===== config.mk =====
export PLATFORM = sky130hd
export DESIGN_NAME = deserializer
export DESIGN_NICKNAME = d
export VERILOG_FILES = /design/src/rtl/deserializer.sv
export SDC_FILE = /design/constraint.sdc
export NUM_CORES = 1
export LEC_CHECK = 0
export BUFFER_PORTS_ARGS = -buffer_cell sky130_fd_sc_hd__buf_2
export CORE_AREA = 5 5 87 89
export DETAILED_ROUTE_END_ITERATION = 10
export DIE_AREA = 0 0 92 94
export PLACE_DENSITY = 0.57
export SYNTH_ARGS = -nofsm -noshare
export SYNTH_HDL_FRONTEND = slang
export SYNTH_SLANG_ARGS = --single-unit

===== constraint.sdc =====
create_clock -name clk_i -period 2.8 [get_ports clk_i]
set_input_delay 0.42 -clock clk_i [delete_from_list [all_inputs] [get_ports clk_i]]
set_output_delay 0.42 -clock clk_i [all_outputs]
set_load 0.005 [all_outputs]

===== src/rtl/deserializer.sv =====
// Serial-to-parallel receiver. Collects an MSB-first bit stream into an
// MSB-aligned word whose length is picked with the first bit of each word.
// A stall inside a word longer than GAP_CYCLES flushes the partial word
// with the error flag set.
module deserializer #(
    parameter int WIDTH      = 16,
    parameter int GAP_CYCLES = 4
) (
    input  logic                       clk_i,
    input  logic                       srst_i,
    input  logic                       ser_data_i,
    input  logic                       ser_data_val_i,
    input  logic [$clog2(WIDTH)-1:0]   len_i,
    output logic [WIDTH-1:0]           deser_data_o,
    output logic [$clog2(WIDTH):0]     deser_len_o,
    output logic                       deser_data_val_o,
    output logic                       deser_err_o,
    output logic                       busy_o
);

    localparam int LW = $clog2(WIDTH);
    localparam int CW = LW + 1;
    localparam int GW = (GAP_CYCLES > 0) ? $clog2(GAP_CYCLES + 1) : 1;

    localparam logic [CW-1:0] FULL_LEN  = CW'(WIDTH);
    localparam logic [CW-1:0] ONE_LEN   = CW'(1);
    localparam logic [GW-1:0] GAP_LIMIT = GW'(GAP_CYCLES);

    typedef enum logic {
        IDLE,
        RECV
    } state_t;

    state_t            state_reg, state_next;
    logic [CW-1:0]     count_reg, count_next;
    logic [GW-1:0]     gap_reg, gap_next;
    logic [WIDTH-1:0]  shift_reg, shift_next;
    logic [CW-1:0]     len_reg, len_next;
    logic [WIDTH-1:0]  data_reg, data_next;
    logic [CW-1:0]     dlen_reg, dlen_next;
    logic              err_reg, err_next;
    logic              val_reg, val_next;

    logic [WIDTH-1:0]  first_bit;
    logic [WIDTH-1:0]  placed_bit;
    logic [WIDTH-1:0]  shift_sum;
    logic [CW-1:0]     count_inc;
    logic [GW-1:0]     gap_inc;
    logic [CW-1:0]     target_len;

    // Incoming bit parked in the MSB, used for the first bit of a word
    assign first_bit = {ser_data_i, {(WIDTH-1){1'b0}}};

    // One-hot placement of the incoming bit at position WIDTH-1-count
    generate
        for (genvar gi = 0; gi < WIDTH; gi++) begin : g_place
            assign placed_bit[gi] = ser_data_i && (count_reg == CW'(WIDTH - 1 - gi));
        end
    endgenerate

    assign shift_sum  = shift_reg | placed_bit;
    assign count_inc  = count_reg + ONE_LEN;
    assign gap_inc    = gap_reg + GW'(1);
    assign target_len = (len_i == '0) ? FULL_LEN : {1'b0, len_i};

    // State and datapath registers; reset drops any word in flight
    always_ff @(posedge clk_i or posedge srst_i) begin
        if (srst_i) begin
            state_reg <= IDLE;
            count_reg <= '0;
            gap_reg   <= '0;
            shift_reg <= '0;
            len_reg   <= '0;
            data_reg  <= '0;
            dlen_reg  <= '0;
            err_reg   <= 1'b0;
            val_reg   <= 1'b0;
        end else begin
            state_reg <= state_next;
            count_reg <= count_next;
            gap_reg   <= gap_next;
            shift_reg <= shift_next;
            len_reg   <= len_next;
            data_reg  <= data_next;
            dlen_reg  <= dlen_next;
            err_reg   <= err_next;
            val_reg   <= val_next;
        end
    end

    // Next-state logic: word assembly, completion and gap flush
    always_comb begin
        state_next = state_reg;
        count_next = count_reg;
        gap_next   = gap_reg;
        shift_next = shift_reg;
        len_next   = len_reg;
        data_next  = data_reg;
        dlen_next  = dlen_reg;
        err_next   = err_reg;
        val_next   = 1'b0;

        case (state_reg)
            IDLE: begin
                if (ser_data_val_i) begin
                    len_next   = target_len;
                    shift_next = first_bit;
                    count_next = ONE_LEN;
                    gap_next   = '0;
                    if (target_len == ONE_LEN) begin
                        // Single-bit word finishes on its only bit
                        data_next  = first_bit;
                        dlen_next  = ONE_LEN;
                        err_next   = 1'b0;
                        val_next   = 1'b1;
                        count_next = '0;
                    end else begin
                        state_next = RECV;
                    end
                end
            end

            RECV: begin
                if (ser_data_val_i) begin
                    gap_next = '0;
                    if (count_inc == len_reg) begin
                        data_next  = shift_sum;
                        dlen_next  = len_reg;
                        err_next   = 1'b0;
                        val_next   = 1'b1;
                        count_next = '0;
                        state_next = IDLE;
                    end else begin
                        shift_next = shift_sum;
                        count_next = count_inc;
                    end
                end else if (GAP_CYCLES > 0) begin
                    gap_next = (gap_reg == GAP_LIMIT) ? gap_reg : gap_inc;
                    if (gap_inc == GAP_LIMIT) begin
                        // Stream stalled too long: hand out what we have
                        data_next  = shift_reg;
                        dlen_next  = count_reg;
                        err_next   = 1'b1;
                        val_next   = 1'b1;
                        count_next = '0;
                        gap_next   = '0;
                        state_next = IDLE;
                    end
                end
            end

            default: begin
                state_next = IDLE;
            end
        endcase
    end

    assign deser_data_o     = data_reg;
    assign deser_len_o      = dlen_reg;
    assign deser_err_o      = err_reg;
    assign deser_data_val_o = val_reg;
    assign busy_o           = (state_reg == RECV);

endmodule


==> tab_implementation.tex <==
\begin{tabular}{lr}
\hline
Metric & Value \\
\hline
\multicolumn{2}{l}{\textbf{Layout}} \\
Number of nets in the finished design & between 300 and 400 \\
Fraction of final layout cells sized beyond drive strength 1 & 19.7\% \\
Filler cells & between 600 and 700 \\
Antenna fix cells & 0 \\
Area Growth Syn to Fin & 15.9\% \\
Register Area & 0.00133 sq mm \\
Multi-input logic area & 0.00111 sq mm \\
\multicolumn{2}{l}{\textbf{Critical path}} \\
CP max FO & 8 \\
Data arrival, critical path & 2.77 ns \\
Setup CP Type & flop to flop \\
Required time of the critical path & 3.00 ns \\
Endpoint type of the worst setup path & flop \\
Critical path startpoint category & flop \\
Buffers and inverters on the worst path & 0 \\
List of cells traversed by the critical path & ha\_1 > and3\_1 > ha\_1 > xnor2\_1 > nor3\_1 > nand3\_1 > a311oi\_4 > mux2\_2 \\
Top delay family on crit path & compound AO/OA/AOI/OAI gates \\
Slowest library cell on the worst path & sky130\_fd\_sc\_hd\_\_a311oi\_4 \\
Stage delay of the slowest cell on the critical path & 0.54 ns \\
Worst setup slack for register-to-register paths & 0.23 ns \\
Cell repeated most along the worst path & sky130\_fd\_sc\_hd\_\_ha\_1 \\
\multicolumn{2}{l}{\textbf{Yosys}} \\
Largest cells by area after synthesis & sky130\_fd\_sc\_hd\_\_dfrtp\_1 51\%, sky130\_fd\_sc\_hd\_\_mux2i\_1 7.7\%, sky130\_fd\_sc\_hd\_\_nor2\_1 5.8\% \\
EDFF count, synth & 0 \\
Area fraction of the dominant cell type after synthesis & between 50 and 60\% \\
Number of warnings reported in the yosys synthesis log & 0 \\
Number of register bits inferred by synthesis & 53 \\
Cell count after synthesis & 262 \\
Share of the yosys chip area belonging to registers & 51.2\% \\
Mean area per synthesized cell & a little under 10 sq um \\
Largest area contributor in the synthesized netlist & sky130\_fd\_sc\_hd\_\_dfrtp\_1 \\
Area of the mapped netlist & 0.00259 sq mm \\
Post-synthesis async set-or-reset flop share & between 90\% and 100\% \\
Post-Synthesis Net Count & 279 \\
Top FF cell, synth & sky130\_fd\_sc\_hd\_\_dfrtp\_1 \\
Library cells used by synthesis & 29 \\
\multicolumn{2}{l}{\textbf{Timing}} \\
Post-Route Setup TNS & 0 ns \\
Share of the cycle needed by the critical path after routing & between 90\% and 100\% \\
Unrepaired setup endpoints after global routing & false \\
Fmax achieved & 388 MHz \\
Max-slew violation total from the final report & 0 \\
Crit path setup slack, layout & 0.226 ns \\
Worst Clk Skew & about 0.009 ns \\
Post-layout minimum cycle time & about 2.6 ns \\
Hold violation total from the final report & 0 \\
Number of failing setup endpoints in the final timing report & 0 \\
Worst-case headroom to the max-slew limit & 55.0\% \\
Hold WS & approximately 0.28 ns \\
Actual transition at the worst max-transition pin & 0.675 ns \\
\multicolumn{2}{l}{\textbf{GRT}} \\
Remaining Overflow, GRT & 0 \\
Number of antenna violations at the first check in global routing & 0 \\
First-pass GRT wire length & about 9500 um \\
Pin count of the biggest net entering global routing & 54 \\
Total global routing track utilization & 13.7\% \\
Number of global-route vias before repair & 2033 \\
\multicolumn{2}{l}{\textbf{Route}} \\
WL per Instance & between 10 and 15 um \\
DRC violations left & 0 \\
Sum of routed wire length over all layers & 5390 um \\
Starting DRT DRC Count & 61 \\
Vias & 1883 \\
Per-cell via count in the routed design & 4.97 \\
First-pass iteration count of the detailed router & 4 \\
Number of nets with antenna violations after routing & 0 \\
\multicolumn{2}{l}{\textbf{Clock network}} \\
Maximum clock path buffer count & 2 \\
Number of buffers inserted during clock tree synthesis & 5 \\
Number of hold buffers added after cts & 0 \\
CTS tree & done \\
Number of buffers inserted by post-CTS setup repair & 0 \\
Clock slew at the register clock pins of the worst setup and hold paths & around 0.090 ns \\
Buffer cell driving the clock tree root & sky130\_fd\_sc\_hd\_\_clkbuf\_8 \\
Number of sinks handled by clock tree synthesis & 53 \\
CTS H-Tree Depth & 2 \\
Insertion delay to the later sink of the worst-skew pair & 0.31 ns \\
Post-cts gate resize count & 0 \\
\multicolumn{2}{l}{\textbf{Power and ir drop}} \\
Leak & 1.45 nW \\
Power per cell area & 913 mW/mm\^{}2 \\
Peak ir drop on the vdd network & 0.483 mV \\
\multicolumn{2}{l}{\textbf{Floorplan}} \\
Vertical die dimension & 94 um \\
Width of the die & 92 um \\
Row Count & 30 \\
DIE AREA & 0.00865 sq mm \\
Number of top-level pins & 32 \\
Std-Cell Core Area & 0.00668 sq mm \\
Starting density of the core & 38.8\% \\
\multicolumn{2}{l}{\textbf{Placed design}} \\
I/O Buffers & 31 \\
Worst setup slack after placement & 0.121 ns \\
Post-DP HPWL & about 3800 um \\
Final Wtd Congestion & 0.853 \\
\multicolumn{2}{l}{\textbf{Flow run}} \\
Maximum capacitance violations & 0 \\
\multicolumn{2}{l}{\textbf{Outcome}} \\
Run status & finished, final reports clean \\
\multicolumn{2}{l}{\textbf{Hold path}} \\
Hold Crit Class & primary input to asynchronous set/reset pin \\
\hline
\end{tabular}
==> per-layer routing <==
metal  track usage [%]  vias up  share of wire [%]  wire length (um)
met5                 0        -                  0                 0
met4              4.70        0                1.1                59
met3              2.88        7                3.4               184
met2              23.1       32                 47              2540
met1              17.4      910                 48              2600
li1                  -      934                  -                 -
==> cells in the mapped netlist, types with 2 or more instances <==
master / n
sky130_fd_sc_hd__buf_2: 2
sky130_fd_sc_hd__mux2i_1: 20
sky130_fd_sc_hd__nand2_1: 14
sky130_fd_sc_hd__a21oi_1: 22
sky130_fd_sc_hd__inv_1: 26
sky130_fd_sc_hd__buf_1: 3
sky130_fd_sc_hd__dfrtp_1: 53
sky130_fd_sc_hd__xnor2_1: 6
sky130_fd_sc_hd__xor2_1: 3
sky130_fd_sc_hd__nand3_1: 5
sky130_fd_sc_hd__o21ai_0: 20
sky130_fd_sc_hd__and3_1: 2
sky130_fd_sc_hd__ha_1: 9
sky130_fd_sc_hd__o211ai_1: 4
sky130_fd_sc_hd__buf_4: 2
sky130_fd_sc_hd__nor2b_1: 3
sky130_fd_sc_hd__mux2_2: 7
sky130_fd_sc_hd__mux2_1: 4
sky130_fd_sc_hd__clkbuf_1: 5
sky130_fd_sc_hd__nor3_1: 2
sky130_fd_sc_hd__nand3b_1: 3
sky130_fd_sc_hd__nor2_1: 40
==> worst paths after layout <==
path	startpoint	endpoint	cells past startpoint
min reg2reg	deser_data_o[15]	deser_data_o[15]	1
max reg2reg	count_reg[0]	deser_len_o[3]	8
max	count_reg[0]	deser_len_o[3]	8
max in group asynchronous	srst_i	len_reg[3]	3
min	srst_i	deser_data_o[14]	3
min in group clk_i	len_i[1]	len_reg[1]	2
==> power breakdown <==
group | switching, mW | leakage (nW) | internal [mW]
combinational | 0.594 | 0.690 | 0.494
clock | 0.245 | 0.0585 | 0.292
sequential | 0.142 | 0.700 | 0.974
total | 0.981 | 1.45 | 1.76
==> layout by cell type (no fill, tap or decap), types with 2 or more instances in the layout <==
master,n
sky130_fd_sc_hd__buf_2,31
sky130_fd_sc_hd__buf_4,10
sky130_fd_sc_hd__a21oi_1,22
sky130_fd_sc_hd__nand3b_1,3
sky130_fd_sc_hd__and3_1,2
sky130_fd_sc_hd__ha_1,9
sky130_fd_sc_hd__nand3_1,5
sky130_fd_sc_hd__mux2i_1,20
sky130_fd_sc_hd__o211ai_1,4
sky130_fd_sc_hd__clkbuf_8,6
sky130_fd_sc_hd__nor3_1,2
sky130_fd_sc_hd__dfrtp_1,53
sky130_fd_sc_hd__mux2_1,4
sky130_fd_sc_hd__xnor2_1,6
sky130_fd_sc_hd__nor2_1,40
sky130_fd_sc_hd__mux2_2,7
sky130_fd_sc_hd__inv_1,25
sky130_fd_sc_hd__o21ai_0,20
sky130_fd_sc_hd__nand2_1,14
sky130_fd_sc_hd__xor2_1,3
sky130_fd_sc_hd__nor2b_1,3
==> per-stage QoR <==
stage	utilization, %	total power [mW]	std cells	cell area [sq um]
floorplan	-	1.86	262	2590
global placement	43.2	2.22	371	2890
detailed placement	43.2	2.24	371	2890
CTS	44.9	2.79	379	3000
global route	44.9	2.98	379	3000
finish	44.9	2.74	379	3000
==> tightest hold or removal path: cells and delay by family <==
kind | cells | cell delay, ns
buf+inv | 3 | 0.66
==> area by class of cell <==
type	instances	share of cell area, %
timing repair buffer	42	8.34
inverter	26	3.25
multi-input combinational	170	37.0
tap	80	3.33
clock inverter	1	1.00
sequential	53	44.2
clock buffer	7	2.88
==> cells by family after synthesis <==
logic type | Yosys count | share of synthesized area (%)
mux | 31 | 12.5
buf+inv | 39 | 6.33
fa+ha+maj | 9 | 4.35
flops | 53 | 51.2
xor+xnor | 9 | 3.04
simple gates | 72 | 12.1
compound gates | 49 | 10.5
(Power assumes the default switching activity.)
